[src/rtl/sdram_port_arbiter.sv]
// Shares one Avalon-MM SDRAM master between a high-priority read-only port 0 and a read/write port 1.
// Commands and read data pass through with zero added latency; a port stalls on SDRAM wait or when MAX_PENDING reads are outstanding.
module sdram_port_arbiter #(
  parameter int MAX_PENDING = 31,
  parameter int PEND_W      = 5
) (
  input  logic        iCLK,
  input  logic        iRST_N,
  input  logic        iP0_RD_EN,
  input  logic [24:0] iP0_RD_ADDR,
  output logic        oP0_WAIT_REQUEST,
  output logic [15:0] oP0_RD_DATA,
  output logic        oP0_RD_DATAVALID,
  input  logic        iP1_RD_EN,
  input  logic        iP1_WR_EN,
  input  logic [24:0] iP1_ADDR,
  input  logic [15:0] iP1_WR_DATA,
  output logic        oP1_WAIT_REQUEST,
  output logic [15:0] oP1_RD_DATA,
  output logic        oP1_RD_DATAVALID,
  output logic [24:0] oSDRAM_ADDR,
  output logic        oSDRAM_RD,
  output logic        oSDRAM_WR,
  output logic [15:0] oSDRAM_WDATA,
  input  logic        iSDRAM_WAIT_REQUEST,
  input  logic [15:0] iSDRAM_RDATA,
  input  logic        iSDRAM_RDATAVALID,
  output logic [1:0]  oGRANT,
  output logic        oERR_SPURIOUS
);

  typedef enum logic [1:0] {IDLE, GRANT0, GRANT1, DRAIN} state_t;

  typedef struct packed {
    logic [24:0] addr;
    logic [15:0] wdata;
    logic        rd;
    logic        wr;
  } cmd_t;

  localparam logic [PEND_W-1:0] PEND_FULL = PEND_W'(MAX_PENDING);

  state_t            state;
  logic [PEND_W-1:0] pend;
  logic              owner;
  logic              err;
  logic [1:0]        grant;

  cmd_t cmd;
  logic p0_wait;
  logic p1_wait;
  logic p1_cmd;
  logic full;
  logic pend_zero;
  logic rd_acc;
  logic preempt;

  assign p1_cmd    = iP1_RD_EN | iP1_WR_EN;
  assign full      = (pend == PEND_FULL);
  assign pend_zero = (pend == '0);

  // Only the granted port reaches the SDRAM; reads are masked once the pending count is full.
  always_comb begin
    cmd.addr  = iP1_ADDR;
    cmd.wdata = iP1_WR_DATA;
    cmd.rd    = 1'b0;
    cmd.wr    = 1'b0;
    p0_wait   = 1'b1;
    p1_wait   = 1'b1;
    case (state)
      GRANT0: begin
        cmd.addr = iP0_RD_ADDR;
        cmd.rd   = iP0_RD_EN & ~full;
        p0_wait  = iSDRAM_WAIT_REQUEST | (full & iP0_RD_EN);
      end
      GRANT1: begin
        cmd.rd  = iP1_RD_EN & ~full;
        cmd.wr  = iP1_WR_EN;
        p1_wait = iSDRAM_WAIT_REQUEST | (full & iP1_RD_EN);
      end
      default: ;
    endcase
  end

  assign rd_acc = cmd.rd & ~iSDRAM_WAIT_REQUEST;

  // A port 1 command already stalled by the SDRAM must be accepted before port 0 can take over.
  assign preempt = iP0_RD_EN & ~(p1_cmd & iSDRAM_WAIT_REQUEST);

  always_ff @(posedge iCLK or negedge iRST_N) begin
    if (!iRST_N) begin
      state <= IDLE;
      pend  <= '0;
      owner <= 1'b0;
      err   <= 1'b0;
      grant <= 2'b00;
    end else begin
      if (rd_acc && !iSDRAM_RDATAVALID) begin
        pend <= pend + PEND_W'(1);
      end else if (!rd_acc && iSDRAM_RDATAVALID && !pend_zero) begin
        pend <= pend - PEND_W'(1);
      end
      if (iSDRAM_RDATAVALID && pend_zero) begin
        err <= 1'b1;
      end

      case (state)
        IDLE: begin
          if (iP0_RD_EN) begin
            state <= GRANT0;
            owner <= 1'b0;
            grant <= 2'b01;
          end else if (p1_cmd) begin
            state <= GRANT1;
            owner <= 1'b1;
            grant <= 2'b10;
          end
        end
        GRANT0: begin
          if (!iP0_RD_EN) begin
            state <= pend_zero ? IDLE : DRAIN;
            grant <= 2'b00;
          end
        end
        GRANT1: begin
          if (!p1_cmd) begin
            state <= pend_zero ? IDLE : DRAIN;
            grant <= 2'b00;
          end else if (preempt) begin
            state <= (pend_zero && !rd_acc) ? IDLE : DRAIN;
            grant <= 2'b00;
          end
        end
        DRAIN: begin
          if (pend_zero) begin
            state <= IDLE;
          end
        end
        default: begin
          state <= IDLE;
          grant <= 2'b00;
        end
      endcase
    end
  end

  assign oSDRAM_ADDR      = cmd.addr;
  assign oSDRAM_WDATA     = cmd.wdata;
  assign oSDRAM_RD        = cmd.rd;
  assign oSDRAM_WR        = cmd.wr;
  assign oP0_WAIT_REQUEST = p0_wait;
  assign oP1_WAIT_REQUEST = p1_wait;

  // Every outstanding read belongs to the same port, so one owner bit steers all returns.
  assign oP0_RD_DATA      = iSDRAM_RDATA;
  assign oP1_RD_DATA      = iSDRAM_RDATA;
  assign oP0_RD_DATAVALID = iSDRAM_RDATAVALID & ~owner;
  assign oP1_RD_DATAVALID = iSDRAM_RDATAVALID & owner;

  assign oGRANT        = grant;
  assign oERR_SPURIOUS = err;

endmodule

[config.mk]
export PLATFORM = sky130hd
export DESIGN_NAME = sdram_port_arbiter
export DESIGN_NICKNAME = d
export VERILOG_FILES = /design/src/rtl/sdram_port_arbiter.sv
export SDC_FILE = /design/constraint.sdc
export NUM_CORES = 1
export LEC_CHECK = 0
export ABC_AREA = 1
export BUFFER_PORTS_ARGS = -buffer_cell sky130_fd_sc_hd__buf_4
export CAP_MARGIN = 20
export CORE_MARGIN = 3
export CORE_UTILIZATION = 38
export DETAILED_ROUTE_END_ITERATION = 10
export GPL_ROUTABILITY_DRIVEN = 0
export PLACE_DENSITY_LB_ADDON = 0.25
export SYNTH_ARGS = -nofsm -noshare
export SYNTH_HDL_FRONTEND = slang
export SYNTH_SLANG_ARGS = --single-unit
export TNS_END_PERCENT = 100
[constraint.sdc]
create_clock -name iCLK -period 3.6 [get_ports iCLK]
set_clock_uncertainty 0.15 [all_clocks]
set_input_delay 0.18 -clock iCLK [delete_from_list [all_inputs] [get_ports iCLK]]
set_output_delay 0.18 -clock iCLK [all_outputs]
set_load 0.05 [all_outputs]
==> qor.yml, run 1 <==
slew_viol_final: 0
critPathBufInv: 3
ys_warn_count: 0
drtIter0Drc: 59
crit_arrival_ps: 2530
drc: 0
wire_per_inst_um: 13.4
status: "completed"
ys_types: 29
die_w_um: 70.5
grt_antenna_before_repair: 0
maxCapViolations: 0
overflow: 0
ctsResizeCount: 0
start_kind: "flop"
rsz0062_at_grt: "false"
syn_area_um2: 1580
slowest_stage: "dfrtp_1"
power_density_nw_per_um2: 1020
place_inst: 333
yosysSeqAreaShare: 0.174
globalRouteTotalUtil: 0.171
cts_buffers: 3
htree_levels: 1
synthSimpleGateAreaFrac: 0.386
min_path_type: "primary input to flop"
slowest_delay_ps: 420
clockRootBuffer: "clkbuf_8"
cpMostUsedCell: "nand2_1"
ys_ff_latch: 11
syn-num-nets: 346
finalSetupViolations: 0
end_kind: "flop"
hpwlAfterDp_mm: 3.72
port-buffer-count: 90
worstPathRequired_ps: 3580
area_growth_pct: 26.3
grt_max_degree: 28
hold_viol: 0
peakVddDrop_v: 0.000507
synth_adder_area_share: 0.0838
cts.sinks: 11
fin_nets: 390
grt_pass1_wl_mm: 7.09
synth_top_family_by_area: "simple AND/OR/NAND/NOR gates"
critPathTopFamily: "simple AND/OR/NAND/NOR gates"
fin_tns_setup_ps: 0
synth-compound-area-share: 0.0498
synth_cells: 247
syn_avg_cell_area_um2: 6.41
clock_path_buffers: 2
dieArea_um2: 4980
rows: 22
synth_xor_area_frac: 0.0111
critical_path_class: "flop to flop"
drive_above_1_share: 0.390
antenna_left: 0
core_area_um2: 3830
worst_pin_slew_ps: 431
cp_max_fo: 6
fp.dieH_um: 70.5
vias_per_cell: 4.53
slew_headroom: 0.712
first_pass_iters: 4
fmaxAchievable_mhz: 392
crit_chain: "inv_1 > ha_1 > inv_2 > nor2_2 > nor2_8 > nand4_4 > inv_1 > fa_1 > o21ai_0 > nand2_1 > nand2_2 > nand2_1 > nand2_1 > nand2_1"
post_cts_buffers: 0
stdcell_count: 338
fin_crit_sh: 0.708
cts_tree: "done"
cellLeakagePower_nw: 1.20
wl_mm: 4.53
insertion_delay_ps: 240
start_util: 0.414
grt_pass1_vias: 1474
synthMuxAreaShare: 0
io_pins: 171
clk_pin_slew_ps: 50
min_period_ps: 2550
num_antenna_cells: 0
num_vias: 1531
-- flip-flops by register name (all words and copies together), names as in the netlist --
register       count
state              2
oERR_SPURIOUS      1
oGRANT             2
owner              1
pend               5
-- power by group --
part / leakage (nW) / total [W] / internal, W / switching, W
combinational: 1.04 / 0.00166 / 0.000514 / 0.00115
clock: 0.0228 / 0.000124 / 0.0000777 / 0.0000459
sequential: 0.132 / 0.000244 / 0.000189 / 0.0000553
-- metal layers --
layer | share of wire | track usage | vias to the layer above
met5 | 0 | 0 | -
met1 | 0.38 | 0.214 | 659
li1 | - | - | 792
met2 | 0.51 | 0.290 | 74
met4 | 0.011 | 0.0480 | 0
met3 | 0.098 | 0.0455 | 6
-- placed cells by master, fill, tap and decap left out, drive strengths merged --
cell type,n
a21oi,5
xnor2,1
inv,23
dfrtp,11
o21ai,7
ha,9
xor2,1
fa,1
and2,1
dlygate4sd3,1
o211ai,1
nand2,110
nand3,12
buf,91
o21bai,1
clkbuf,4
nor2,8
nand4,3
-- cell type report --
type / count / area [um2]
clock buffer: 4 / 45.0
fill: 377 / 1830
inverter: 23 / 86.3
multi-input combinational: 160 / 840
sequential: 11 / 275
tap: 48 / 60.1
timing repair buffer: 92 / 693
-- timing repair --
| item | 4_1_cts | 5_1_grt |
|---|---|---|
| hold buffers | 1 | 0 |
| endpoints found under the hold margin | 11 | 0 |
| setup endpoints to repair | 0 | 0 |
-- cell families after synthesis --
logic type                 count (synthesis)
and+or+nand+nor                          134
adders and majority gates                 10
DFF                                       11
AOI/OAI and AO/OA                         14
buffers and inverters                     76
xor gates and xnor gates                   2
-- metrics by stage --
stage          power, W  hold slack [ps]  utilization  instance area, um2  worst slack (ps)
2_1_floorplan   0.00161             -266            -                1580              1260
5_1_grt         0.00220             34.9        0.523                2000               785
3_5_place_dp    0.00191             -124        0.508                1940              1060
3_3_place_gp    0.00190             -124        0.508                1940              1140
4_1_cts         0.00204             23.0        0.523                2000              1050
6_report        0.00203             23.2        0.523                2000              1050
-- final timing paths --
check,startpoint,endpoint,slack (ps),depth (start not counted)
worst max-delay path,state[0],pend[4],1050,14
worst min-delay path,iP0_RD_EN,owner,20,2
worst max register to register,state[0],pend[4],1050,14
worst min register to register,oERR_SPURIOUS,oERR_SPURIOUS,330,1
max in group asynchronous,iRST_N,state[0],2980,2
min in group asynchronous,iRST_N,oERR_SPURIOUS,160,2
-- cells in the mapped netlist --
master | n | share of area
xnor2_1 | 1 | 0.0055
nand2_2 | 1 | 0.0040
o21ai_2 | 1 | 0.0055
buf_2 | 2 | 0.0063
dfrtp_1 | 11 | 0.17
clkbuf_1 | 1 | 0.0024
nor2_1 | 4 | 0.0095
nor2_2 | 2 | 0.0079
nand2_4 | 3 | 0.021
nor2_4 | 1 | 0.0071
nor2_8 | 1 | 0.013
inv_2 | 7 | 0.017
nand4_1 | 2 | 0.0079
o21ai_0 | 1 | 0.0032
nand3_1 | 11 | 0.035
buf_4 | 48 | 0.23
o21bai_1 | 1 | 0.0047
a21oi_1 | 5 | 0.016
inv_1 | 16 | 0.038
nand4_4 | 1 | 0.013
ha_1 | 9 | 0.071
o21ai_1 | 5 | 0.016
o211ai_1 | 1 | 0.0047
nand2_1 | 106 | 0.25
fa_1 | 1 | 0.013
buf_1 | 2 | 0.0047
and2_2 | 1 | 0.0047
xor2_1 | 1 | 0.0055
nand3_4 | 1 | 0.011
Power figures use the tool's default switching activity.
==> run 2: changes to the inputs <==
--- a/config.mk
+++ b/config.mk
@@ -5,11 +5,11 @@
 export SDC_FILE = /design/constraint.sdc
 export NUM_CORES = 1
 export LEC_CHECK = 0
-export ABC_AREA = 1
+export ABC_AREA = 0
 export BUFFER_PORTS_ARGS = -buffer_cell sky130_fd_sc_hd__buf_4
 export CAP_MARGIN = 20
 export CORE_MARGIN = 3
-export CORE_UTILIZATION = 38
+export CORE_UTILIZATION = 34
 export DETAILED_ROUTE_END_ITERATION = 10
 export GPL_ROUTABILITY_DRIVEN = 0
 export PLACE_DENSITY_LB_ADDON = 0.25
==> constraint.sdc (replaced) <==
create_clock -name iCLK -period 2.6 [get_ports iCLK]
set_clock_uncertainty 0.15 [all_clocks]
set_input_delay 0.13 -clock iCLK [delete_from_list [all_inputs] [get_ports iCLK]]
set_output_delay 0.13 -clock iCLK [all_outputs]
set_load 0.05 [all_outputs]
==> qor.yml, run 2 <==
status: "completed"
grt_antenna_before_repair: 0
core_area_um2: 4090
slew_headroom: 0.712
rsz0062_at_grt: "true"
min_period_ps: 2520
antenna_left: 0
post_cts_buffers: 0
wire_per_inst_um: 14.9
fin_crit_sh: 0.970
synth_cells: 159
cellLeakagePower_nw: 1.04
synth.most_common_cell: "buf_4"
crit_arrival_ps: 2490
critical_path_class: "flop to flop"
largest_reg_flops: 5
min_path_type: "primary input to flop"
final.fill_count: 398
mostFrequentLayoutCells: "buf_4 (106), mux2_2 (29), dfrtp_1 (11)"
end_kind: "flop"
rows: 23
ys_types: 33
synthTopCellsByCount: "buf_4 (48), mux2_2 (29), dfrtp_1 (11)"
clk_pin_slew_ps: 50
fin_nets: 319
clock_path_buffers: 2
regArea_um2: 275
yosysTopAreaCell: "buf_4"
start_kind: "flop"
hpwlAfterDp_mm: 3.49
synthArstFlopShare: 1.00
syn_avg_cell_area_um2: 9.25
num_antenna_cells: 0
worst_pin_slew_ps: 426
num_vias: 1288
worstPathRequired_ps: 2570
vias_per_cell: 4.79
syn_area_um2: 1470
ys_ff_latch: 11
first_pass_iters: 4
synth-edff-count: 0
cts.sinks: 11
htree_levels: 1
place_inst: 263
peakVddDrop_v: 0.000551
wl_mm: 4.02
drc: 0
stdcell_count: 269
final_common_cell: "buf_4"
syn-num-nets: 258
cts_buffers: 3
grt_max_degree: 17
synth_top_area_frac: 0.245
hold_viol: 0
maxCapViolations: 0
drtIter0Drc: 27
power_density_nw_per_um2: 1300
insertion_delay_ps: 230
grt_pass1_vias: 1437
start_util: 0.360
cts_tree: "done"
grt_pass1_wl_mm: 6.34
io_pins: 171
cp_max_fo: 4
multi_input_area_um2: 868
finalPower_w: 0.00273
ys_top_cells_by_area: "buf_4 (25%), mux2_2 (22%), dfrtp_1 (19%)"
fp.dieH_um: 71.8
overflow: 0
die_w_um: 71.8
synth-main-ff-cell: "dfrtp_1"
dieArea_um2: 5150
clockRootBuffer: "clkbuf_8"
area_growth_pct: 42.9
drive_above_1_share: 0.721
largest_register: "pend"
ys_warn_count: 0
port-buffer-count: 90
fmaxAchievable_mhz: 396
slew_viol_final: 0
finalSetupViolations: 0
yosysSeqAreaShare: 0.187
globalRouteTotalUtil: 0.151
[run 2: changes by cell type after synthesis, sizes merged, moves of 4 or more]
cell	previous run	this run
nand2	110	5
inv	23	9
a21o	0	4
o21ai	7	1
mux2	0	31
nand3	12	0
[run 2: final timing paths]
| path | from | to | slack [ps] | depth (start not counted) |
|---|---|---|---|---|
| min | iSDRAM_RDATAVALID | oERR_SPURIOUS | 20 | 2 |
| min reg2reg | oERR_SPURIOUS | oERR_SPURIOUS | 330 | 1 |
| max in group asynchronous | iRST_N | oGRANT[1] | 2030 | 2 |
| max | pend[2] | pend[3] | 80 | 8 |
| max reg2reg | pend[2] | pend[3] | 80 | 8 |
| min in group asynchronous | iRST_N | pend[2] | 120 | 2 |
[run 2: layer usage]
metal	share of wire	global-route usage	up-vias
li1	-	-	611
met1	0.37	0.166	589
met2	0.51	0.269	81
met3	0.11	0.0631	7
met4	0.010	0.0376	0
met5	0	0	-
[run 2: final cells by class]
class / count / area share
clock buffers: 4 / 0.0214
repair buffers: 108 / 0.388
well taps: 50 / 0.0298
multi-input cells: 87 / 0.413
inverters: 9 / 0.0161
flip-flops and latches: 11 / 0.131
[run 2: through the flow]
| stage | setup WS, ps | cell area, um2 | TNS [ps] | util | hold slack (ps) |
|---|---|---|---|---|---|
| floorplan | 0.346 | 1490 | 0 | - | -316 |
| global placement | 44.5 | 1970 | 0 | 0.483 | -179 |
| detailed placement | -6.31 | 1970 | -6.31 | 0.483 | -176 |
| CTS | 6.80 | 2040 | 0 | 0.499 | 22.1 |
| global route | -28.9 | 2100 | -28.9 | 0.514 | 34.2 |
| finish | 77.5 | 2100 | 0 | 0.514 | 23.8 |
[run 2: cell families (layout without fill, tap and decap cells)]
logic type,after synthesis,count (layout),synth area share
buffers and inverters,61,121,0.279
muxes,34,34,0.258
and+or+nand+nor,23,23,0.0885
AOI/OAI and AO/OA,16,16,0.0732
DFF,11,11,0.187
adders and majority gates,10,10,0.0902
xor gates and xnor gates,4,4,0.0238
[run 2: critical path: stages (launching register included)]
cell	delay, ps
dfrtp_1	380
and4_4	200
and2_4	150
or4_4	590
ha_4	260
a21o_1	160
a21oi_2	170
xnor2_1	100
mux2_4	260
[run 2: power by group]
group          total (W)  switching [W]  internal (W)
Combinational    0.00224        0.00126      0.000979
Sequential      0.000321      0.0000564      0.000265
Clock           0.000168      0.0000604      0.000107
[run 2: repair_timing]
item                                    in CTS  in global routing
pin swaps                                    1                  6
resized for setup                            1                 11
hold buffers                                 2                  0
endpoints found under the hold margin       12                  0
endpoints found under the setup margin       1                  2
==> run 3: changes to the inputs <==
--- a/config.mk
+++ b/config.mk
@@ -6,11 +6,11 @@
 export NUM_CORES = 1
 export LEC_CHECK = 0
 export ABC_AREA = 0
-export BUFFER_PORTS_ARGS = -buffer_cell sky130_fd_sc_hd__buf_4
 export CAP_MARGIN = 20
 export CORE_MARGIN = 3
-export CORE_UTILIZATION = 34
+export CORE_UTILIZATION = 41
 export DETAILED_ROUTE_END_ITERATION = 10
+export DONT_BUFFER_PORTS = 1
 export GPL_ROUTABILITY_DRIVEN = 0
 export PLACE_DENSITY_LB_ADDON = 0.25
 export SYNTH_ARGS = -nofsm -noshare
==> qor.yml, run 3 (synthesis results as in run 2) <==
final_common_cell: "mux2_2"
fp.dieH_um: 65.9
wl_met2_mm: 2.45
min_path_type: "primary input to flop"
drtIter0Drc: 48
grt_antenna_before_repair: 0
peakVddDrop_v: 0.000603
wire_per_inst_um: 23.9
worstPathRequired_ps: 2620
rows: 21
wl_mm: 4.36
worst_pin_slew_ps: 555
clockRootBuffer: "clkbuf_4"
mostFrequentLayoutCells: "mux2_2 (29), buf_4 (20), dfrtp_1 (11)"
cellLeakagePower_nw: 0.631
vias_per_cell: 5.41
port-buffer-count: 0
core_area_um2: 3390
slew_headroom: 0.629
hold_viol: 0
cts.sinks: 11
io_pins: 171
clk_pin_slew_ps: 80
htree_levels: 1
largest_reg_flops: 5
m1WireLength_mm: 1.32
drc: 0
fin_nets: 236
fin_crit_sh: 1.02
fmaxAchievable_mhz: 379
finalSetupViolations: 1
maxCapViolations: 0
num_antenna_cells: 0
worstHoldStart: "iP0_RD_EN"
grt_pass1_wl_mm: 5.87
top_layer: "met4"
antenna_left: 0
cts_buffers: 3
critical_path_class: "flop to flop"
crit_arrival_ps: 2660
hpwlAfterDp_mm: 3.67
cpMostUsedCell: "ha_4"
regToRegSetupSlack_ps: -40
whs_endpoint: "oGRANT[0]"
slew_viol_final: 0
dieArea_um2: 4340
r2r_cells: 9
utilization: 0.429
clock_path_buffers: 2
globalRouteTotalUtil: 0.188
cts_tree: "done"
drive_above_1_share: 0.544
first_pass_iters: 4
min_period_ps: 2640
cp_max_fo: 4
fin_ws_ps: -41.5
failed_checks: "negative setup slack"
start_util: 0.434
slowest_delay_ps: 590
crit_chain: "ha_4 > mux2i_2 > or4_4 > buf_6 > ha_4 > a21o_1 > a21oi_2 > xnor2_1 > mux2_4"
timing.rr.start: "state[1]"
met3_length_um: 502
dp_slack_ps: -1.35
hold_depth: 3
grt_pass1_vias: 998
slowest_stage: "or4_4"
die_w_um: 65.9
insertion_delay_ps: 280
end_kind: "flop"
start_kind: "flop"
largest_register: "pend"
timing.hold.ws_ps: 18.7
stdcell_count: 182
overflow: 0
power_density_nw_per_um2: 1680
place_inst: 170
rsz0062_at_grt: "true"
num_vias: 985
status: "finished, violations left"
timing.rr.end: "pend[3]"
area_growth_pct: -1.19
grt_max_degree: 17
run 3: changes by cell type in the layout (fill, tap and decap cells not counted), sizes merged:
| cell | change |
|---|---|
| buf | -85 |
| dlygate4sd3 | +2 |
| clkinv | +1 |
| clkbuf | -1 |
run 3: worst max path at each step:
stage | start | end | slack [ps]
5_1_grt | state[1] | pend[4] | -120
3_3_place_gp | pend[2] | pend[3] | 50
2_1_floorplan | state[0] | pend[3] | 0.3
3_5_place_dp | pend[2] | pend[3] | -1
6_report | state[1] | pend[3] | -40
4_1_cts | pend[2] | pend[3] | 10
run 3: final cells by class:
class / count / area, um2
Clock buffer: 3 / 22.5
Fill cell: 320 / 1940
Clock inverter: 1 / 5.00
Sequential cell: 11 / 275
Inverter: 9 / 33.8
Timing Repair Buffer: 25 / 201
Tap cell: 46 / 57.6
Multi-Input combinational cell: 87 / 857
run 3: per-stage QoR:
step / TNS [ps] / cell area, um2 / power, W
floorplan: 0 / 1490 / 0.00198
global placement: 0 / 1300 / 0.00213
detailed placement: -1.35 / 1300 / 0.00215
CTS: 0 / 1380 / 0.00232
global route: -204 / 1450 / 0.00259
finish: -41.5 / 1450 / 0.00244
run 3: critical path: cells and delay by family, from the launching register on:
kind | cells | cell delay, ps
flops | 1 | 440
buf+inv | 1 | 150
compound gates | 2 | 300
simple gates | 1 | 590
xor+xnor | 1 | 80
fa+ha+maj | 2 | 410
mux | 2 | 410
run 3: where the power goes:
group	internal (W)	switching, W	leakage, nW
registers	0.000262	0.000132	0.130
clock network	0.0000569	0.0000627	0.0177
logic	0.000767	0.00116	0.483
total	0.00109	0.00135	0.631
run 3: what timing repair did:
item	4_1_cts	5_1_grt
setup endpoints to repair	1	2
pin swaps	0	8
gates cloned	0	0
hold buffers	4	0
buffers inserted	1	3
resized for setup	1	12
hold endpoints to repair	15	0
run 3: layer usage:
layer | vias up | global-route usage
li1 | 444 | -
met1 | 448 | 0.166
met2 | 70 | 0.368
met3 | 23 | 0.0935
met4 | 0 | 0.0466
met5 | - | 0
